===== src/rtl/pipeline_pkg.sv =====
// pipeline_pkg: per-stage payload widths and control bundles for the skid-buffered pipeline registers.
package pipeline_pkg;

    typedef struct packed {
        logic       reg_write;
        logic [1:0] result_src;
        logic       mem_write;
        logic       jump;
        logic       branch;
        logic [2:0] alu_ctrl;
        logic       alu_src;
    } idex_ctrl_t;

    typedef struct packed {
        logic       reg_write;
        logic [1:0] result_src;
        logic       mem_write;
    } exmem_ctrl_t;

    typedef struct packed {
        logic reg_write;
        logic result_src;
        logic wd3_src;
    } memwb_ctrl_t;

    // IF/ID carries PC, PCPlus4 and the instruction; it has no control bundle of its own yet.
    localparam int IFID_DATA_W  = 96;
    localparam int IFID_CTRL_W  = 1;
    localparam int IDEX_DATA_W  = 32 * 5 + 5 * 3;
    localparam int IDEX_CTRL_W  = $bits(idex_ctrl_t);
    localparam int EXMEM_DATA_W = 32 * 3 + 5;
    localparam int EXMEM_CTRL_W = $bits(exmem_ctrl_t);
    localparam int MEMWB_DATA_W = 32 * 3 + 5;
    localparam int MEMWB_CTRL_W = $bits(memwb_ctrl_t);

    // Encoding is literally {skid_valid, main_valid}; 2'b10 cannot occur.
    typedef enum logic [1:0] {
        ST_EMPTY = 2'b00,
        ST_ONE   = 2'b01,
        ST_TWO   = 2'b11
    } skid_state_e;

endpackage


===== src/rtl/pipeline_stage_skid.sv =====
// pipeline_stage_skid: handshaked pipeline register with a 2-entry skid buffer, stall and flush.
module pipeline_stage_skid
    import pipeline_pkg::*;
#(
    parameter int DATA_W    = MEMWB_DATA_W,
    parameter int CTRL_W    = MEMWB_CTRL_W,
    parameter bit ZERO_CTRL = 1'b1
) (
    input  logic              clk,
    input  logic              rst,
    input  logic              in_valid,
    output logic              in_ready,
    input  logic [DATA_W-1:0] in_data,
    input  logic [CTRL_W-1:0] in_ctrl,
    input  logic              flush,
    output logic              out_valid,
    input  logic              out_ready,
    output logic [DATA_W-1:0] out_data,
    output logic [CTRL_W-1:0] out_ctrl,
    output logic [1:0]        occupancy
);

    logic              main_v_q, main_v_d, skid_v_q, skid_v_d;
    logic [DATA_W-1:0] main_data_q, main_data_d, skid_data_q, skid_data_d;
    logic [CTRL_W-1:0] main_ctrl_q, main_ctrl_d, skid_ctrl_q, skid_ctrl_d;
    logic              accept, pop;
    skid_state_e       state;

    assign state     = skid_state_e'({skid_v_q, main_v_q});
    assign in_ready  = ~skid_v_q;
    assign out_valid = main_v_q;
    assign out_data  = main_data_q;
    assign out_ctrl  = (ZERO_CTRL && !main_v_q) ? '0 : main_ctrl_q;
    assign occupancy = {1'b0, main_v_q} + {1'b0, skid_v_q};
    assign accept    = in_valid & ~skid_v_q;
    assign pop       = main_v_q & out_ready;

    always_comb begin
        main_v_d    = main_v_q;
        main_data_d = main_data_q;
        main_ctrl_d = main_ctrl_q;
        skid_v_d    = skid_v_q;
        skid_data_d = skid_data_q;
        skid_ctrl_d = skid_ctrl_q;
        if (flush) begin
            main_v_d    = 1'b0;
            skid_v_d    = 1'b0;
            main_ctrl_d = '0;
            skid_ctrl_d = '0;
        end else begin
            case (state)
                ST_EMPTY: begin
                    if (accept) begin
                        main_v_d    = 1'b1;
                        main_data_d = in_data;
                        main_ctrl_d = in_ctrl;
                    end
                end
                ST_ONE: begin
                    if (accept && pop) begin
                        main_data_d = in_data;
                        main_ctrl_d = in_ctrl;
                    end else if (accept) begin
                        skid_v_d    = 1'b1;
                        skid_data_d = in_data;
                        skid_ctrl_d = in_ctrl;
                    end else if (pop) begin
                        main_v_d = 1'b0;
                    end
                end
                ST_TWO: begin
                    if (pop) begin
                        main_data_d = skid_data_q;
                        main_ctrl_d = skid_ctrl_q;
                        skid_v_d    = 1'b0;
                    end
                end
                default: ;
            endcase
        end
    end

    always_ff @(posedge clk) begin
        if (rst) begin
            main_v_q    <= 1'b0;
            main_data_q <= '0;
            main_ctrl_q <= '0;
            skid_v_q    <= 1'b0;
            skid_data_q <= '0;
            skid_ctrl_q <= '0;
        end else begin
            main_v_q    <= main_v_d;
            main_data_q <= main_data_d;
            main_ctrl_q <= main_ctrl_d;
            skid_v_q    <= skid_v_d;
            skid_data_q <= skid_data_d;
            skid_ctrl_q <= skid_ctrl_d;
        end
    end

endmodule


===== config.mk =====
export PLATFORM = sky130hd
export DESIGN_NAME = pipeline_stage_skid
export DESIGN_NICKNAME = d
export VERILOG_FILES = /design/src/rtl/pipeline_pkg.sv /design/src/rtl/pipeline_stage_skid.sv
export SDC_FILE = /design/constraint.sdc
export NUM_CORES = 1
export LEC_CHECK = 0
export CAP_MARGIN = 30
export CORE_MARGIN = 4
export CORE_UTILIZATION = 30
export DETAILED_ROUTE_END_ITERATION = 8
export GPL_TIMING_DRIVEN = 0
export PLACE_DENSITY_LB_ADDON = 0.05
export SLEW_MARGIN = 5
export SYNTH_ARGS = -nofsm -noshare
export SYNTH_HDL_FRONTEND = slang
export SYNTH_SLANG_ARGS = --single-unit

===== constraint.sdc =====
create_clock -name clk -period 2.9 [get_ports clk]
set_clock_uncertainty 0.15 [all_clocks]
set_input_delay 0.58 -clock clk [delete_from_list [all_inputs] [get_ports clk]]
set_output_delay 0.58 -clock clk [all_outputs]
set_load 0.03 [all_outputs]

==> Yosys cells after proc, flatten, opt, wreduce, memory -nomap -nowiden <==
Cells that the tools add are included.
{ "totals": {"register_bits": 210, "in_bits": 109, "out_inout_bits": 108, "word_cells": 49} }
{ "op_classes": {"add_sub_neg": 1, "eq_ne": 9, "mux": 16, "bitwise_logic": 5, "reduce_logical": 12} }
{ "op_table": {"columns": ["op", "n"], "rows": [
  ["101-bit 2-to-1 mux", 3],
  ["101-bit one-hot mux with 3 select lines", 1],
  ["2-bit != test, second input constant", 7],
  ["3-bit 2-to-1 mux", 4],
  ["4-bit AND reduction", 3],
  ["5-bit AND reduction", 2],
  ["3-bit one-hot mux with 3 select lines", 1],
  ["1-bit 2-to-1 mux", 5],
  ["1-bit one-hot mux with 2 select lines", 2],
  ["2-bit nonzero test", 2],
  ["1-bit inverter", 3],
  ["3-bit AND reduction", 1],
  ["3-bit nonzero test", 1],
  ["1-bit by 1-bit adder with 2-bit output", 1],
  ["1-bit AND", 2],
  ["2-bit by 1-bit equality test with 1-bit output, second input constant", 1],
  ["2-bit equality test, second input constant", 1],
  ["2-bit logical NOT", 1],
  ["2-bit OR reduction", 1],
  ["1-bit logical AND", 1]
]} }

==> Logic depth before layout (Yosys ltp) <==
{ "depth": {"depth_word": 5, "ltp_mapped": 8, "mapped_depth_nobuf": 5} }

==> Worst setup path before layout <==
OpenSTA, ideal clock, no wires.
{ "synth_timing": {"path_kind": "register to register", "from": "reg main_v_q, in the netlist out_valid", "to": "reg main_data_q[43], in the netlist out_data[43]", "setup_time_ns": 0.123, "t_arrival_ns": 2.158, "t_required_ns": 2.627, "slack_ns": 0.469, "stages_incl_launch_ff": 8, "n_path_buf": 3, "period_less_slack_ns": 2.431, "path_cell_list": "dfxtp_1 > ha_1 > buf_2 > buf_2 > buf_2 > mux2i_1 > nor2_1 > mux2_1"} }
{ "synth_via": {"elab_chain_len": 4, "word_cells_on_any_way": 11, "cone_classes": "5 x eq/ne; 1 x mux; 1 x bitwise; 4 x reduce/logical"} }
{ "synth_rtl": {"columns": ["element", "line", "source"], "rows": [
  ["start: declaration", "pipeline_stage_skid.sv:23", "logic main_v_q, main_v_d, skid_v_q, skid_v_d;"],
  ["start signal: assignment", "pipeline_stage_skid.sv:92", "main_v_q <= main_v_d;"],
  ["1-bit AND", "pipeline_stage_skid.sv:36", "assign pop = main_v_q & out_ready;"],
  ["1-bit logical AND", "pipeline_stage_skid.sv:60", "if (accept && pop) begin"],
  ["2-bit != test (no source line)", null, null],
  ["5-bit AND reduction (no source line)", null, null],
  ["end signal: assignment", "pipeline_stage_skid.sv:93", "main_data_q <= main_data_d;"],
  ["end: declaration", "pipeline_stage_skid.sv:24", "logic [DATA_W-1:0] main_data_q, main_data_d, skid_data_q, skid_data_d;"]
]} }
Several ways; a longest one is shown, not always the timed one.
A chain may end at the register's enable or synchronous reset.

==> Worst setup path after layout <==
{ "layout_timing": {"from": "reg main_v_q, in the netlist out_valid", "to": "out out_ctrl[1]"} }
{ "layout_via": {"elab_chain_len": 1} }
{ "layout_rtl": {"columns": ["element", "line", "source"], "rows": [
  ["3-bit 2-to-1 mux", "pipeline_stage_skid.sv:33", "assign out_ctrl = (ZERO_CTRL && !main_v_q) ? '0 : main_ctrl_q;"],
  ["end: declaration", "pipeline_stage_skid.sv:19", "output logic [CTRL_W-1:0] out_ctrl,"]
]} }
No other way between the ends.

==> out/qor.yml <==
outcome:
  status: "finished, final reports clean"
global_route:
  grt-ovfl-total: 0
  grt_usage_pct: 16.64
  grt_pass1_vias: 8501
  grt_max_degree: 13
  antenna_found_initial: 3
  grt_pass1_wl_um: 48090
clock_network:
  numCtsBuffers: 26
  ctsRootBufferMaster: "clkbuf_16"
  clk_pin_slew_ns: 0.06
  clk_path_buf_depth: 3
  cts_tree: "yes"
  htree_num_levels: 1
  clock_insertion_delay_worst_skew_ns: 0.52
  clock_sinks: 210
synthesis:
  avgSynthCellArea_um2: 9.112
  netlist_instances: 1075
  synthesis.area_mm2: 0.009796
  ys_ff_latch: 210
  yosysSeqAreaShare_pct: 42.92
  syn_nets: 1189
  synth.distinct_cells: 30
  ys_warn_count: 0
power:
  vdd_ir_drop_max_mv: 0.3540
  leakage_nw: 4.830
  finalPower_w: 0.007365
  power-per-cell-area_mw_per_mm2: 551.2
routing:
  wl_per_cell_um: 17.41
  dr.max_layer_used: "met5"
  dr_wl_met2_um: 14200
  wl_met3_um: 1447
  m1WireLength_um: 14670
  drtIter0Drc: 380
  num_vias: 8365
  wl_um: 30840
  drtAntennaViolNets: 0
  vias_per_cell: 4.723
  drt_pass1_iterations: 5
  post-route-drc-count: 0
cells_and_area:
  n_antenna_cell: 0
  layoutNonFillerInstCount: 1771
  layout.nets: 1432
  layout_commonest_cell: "clkdlybuf4s50_1"
  utilization_pct: 41.91
  fillerInstances: 3260
  multiInputGateArea_mm2: 0.005061
  final_cell_mix: "214 x clkdlybuf4s50_1, 210 x dfxtp_1, 106 x o21ai_0"
  regArea_mm2: 0.004204
  area_delta_synth_final_pct: 36.40
  layout-drive-gt1-share_pct: 8.458
sta:
  setup_viol: 0
  rsz0062_at_grt: "no"
  hold_viol: 0
  final.period_utilization_pct: 95.83
  fin_tns_setup_ns: 0
  min_period_ns: 2.779
  slew_viol_final: 0
  timing.slew.headroom_pct: 60.47
  fmax_mhz: 359.8
  worstMarginPinSlew_ns: 0.5930
placed_design:
  gp_congestion: 0.7434
  dp_cells: 1725
  io_buffers: 215
  hpwl_um: 21330
die:
  die_w_um: 188.7
  core_area_mm2: 0.03188
  num_rows: 65
  die_h_um: 188.7
  start_util_pct: 30.73
  die_area_mm2: 0.03561
  io_pins: 217
hold_path:
  worstHoldStart: "main_ctrl_q[2]"
  hold_path_class: "flop to flop"
critical_path:
  end_kind: "output pin"
  cp.required_ns: 2.17
  crit_type: "flop to output pin"
  r2r_end: "out_data[45]"
  ff2ff_path_depth: 7
  cp-start-kind: "flop"
  cp-startpoint: "out_valid"
  worstReg2RegStart: "skid_v_q"
  worst-path-max-fanout: 10
  cp.arrival_ns: 2.05
  r2r_slack_ns: 0.33
  crit_path_end: "out_ctrl[1]"
run:
  cap_viol_max_count: 0
## report_power, final
group	switching, W	internal, W
Combinational	0.000570	0.000491
Clock	0.00125	0.00200
Sequential	0.0000541	0.00300
Total	0.00187	0.00549
## cell families after synthesis
| family | after synthesis | share of synthesized area, % |
|---|---|---|
| buffers and inverters | 106 | 5.416 |
| adder cells (fa/ha/maj) | 5 | 0.6387 |
| multiplexers | 208 | 22.58 |
| AND/OR/NAND/NOR | 329 | 17.10 |
| AO/OA/AOI/OAI | 217 | 11.34 |
| flip-flops | 210 | 42.92 |
## sequential cells by signal (all words and copies together), names as in the netlist
name         flops
out_data       101
skid_data_q    101
out_valid        1
skid_ctrl_q      3
main_ctrl_q      3
skid_v_q         1
## cells in the mapped netlist
master | n | area (um2)
o2bb2ai_2 | 1 | 15.01
a21bo_2 | 1 | 10.01
buf_6 | 9 | 101.4
mux2i_1 | 104 | 1041
buf_4 | 5 | 37.54
or2_2 | 1 | 6.260
inv_1 | 3 | 11.26
a21oi_1 | 105 | 525.5
nand3_1 | 101 | 505.5
nor2b_1 | 102 | 638.1
clkbuf_1 | 48 | 180.2
a31oi_1 | 1 | 6.260
mux2_1 | 90 | 1013
ha_1 | 5 | 62.56
nand4bb_1 | 1 | 11.26
and2_1 | 4 | 25.02
nor2b_4 | 1 | 13.76
mux2_2 | 14 | 157.7
a2111oi_0 | 1 | 8.760
nand2b_1 | 2 | 12.51
nand2_1 | 7 | 26.28
nor2_1 | 104 | 390.4
dfxtp_1 | 210 | 4204
buf_2 | 37 | 185.2
nor3b_1 | 2 | 15.01
nand4_1 | 3 | 18.77
o211ai_1 | 2 | 15.01
and4bb_2 | 1 | 12.51
o21ai_0 | 106 | 530.5
buf_1 | 4 | 15.01
## critical path, cell delays in order (launching register included)
cell,delay (ns)
dfxtp_1,0.40
buf_2,0.24
and2_1,0.14
clkdlybuf4s50_1,0.74
## layer usage
layer	up-vias	global-route usage (%)
li1	4207	-
met1	3954	22.78
met2	165	27.50
met3	33	3.538
met4	6	2.915
met5	-	0
## area by class of cell
type / instances / area share (%)
multi-input combinational: 759 / 37.88
sequential: 210 / 31.46
tap: 435 / 4.073
buffer: 103 / 3.886
clock buffer: 39 / 6.068
inverter: 3 / 0.08428
clock inverter: 7 / 0.4495
timing repair buffer: 215 / 16.10
## worst min-delay path by stage
stage,to,slack [ns],depth (start not counted)
2_1_floorplan,main_ctrl_q[0],0.28,2
3_3_place_gp,main_ctrl_q[2],0.30,2
3_5_place_dp,main_ctrl_q[2],0.31,2
4_1_cts,main_ctrl_q[2],0.31,2
5_1_grt,main_ctrl_q[2],0.33,2
6_report,main_ctrl_q[2],0.31,2
## metrics by stage
| step | hold slack [ns] | area [um2] | setup WS, ns |
|---|---|---|---|
| floorplan | 0.2834 | 9796 | 0.4686 |
| global placement | 0.2964 | 12490 | 0.06914 |
| detailed placement | 0.3054 | 12490 | 0.08484 |
| CTS | 0.3134 | 13360 | 0.07029 |
| global route | 0.3254 | 13360 | 0.01194 |
| finish | 0.3067 | 13360 | 0.1210 |
## repair_timing
action                                  CTS  global route
hold buffers                              0             0
setup buffers                             0             0
gates resized for setup                   1             0
endpoints found under the setup margin    1             0
Note: power is estimated with default switching activity, not from simulation.
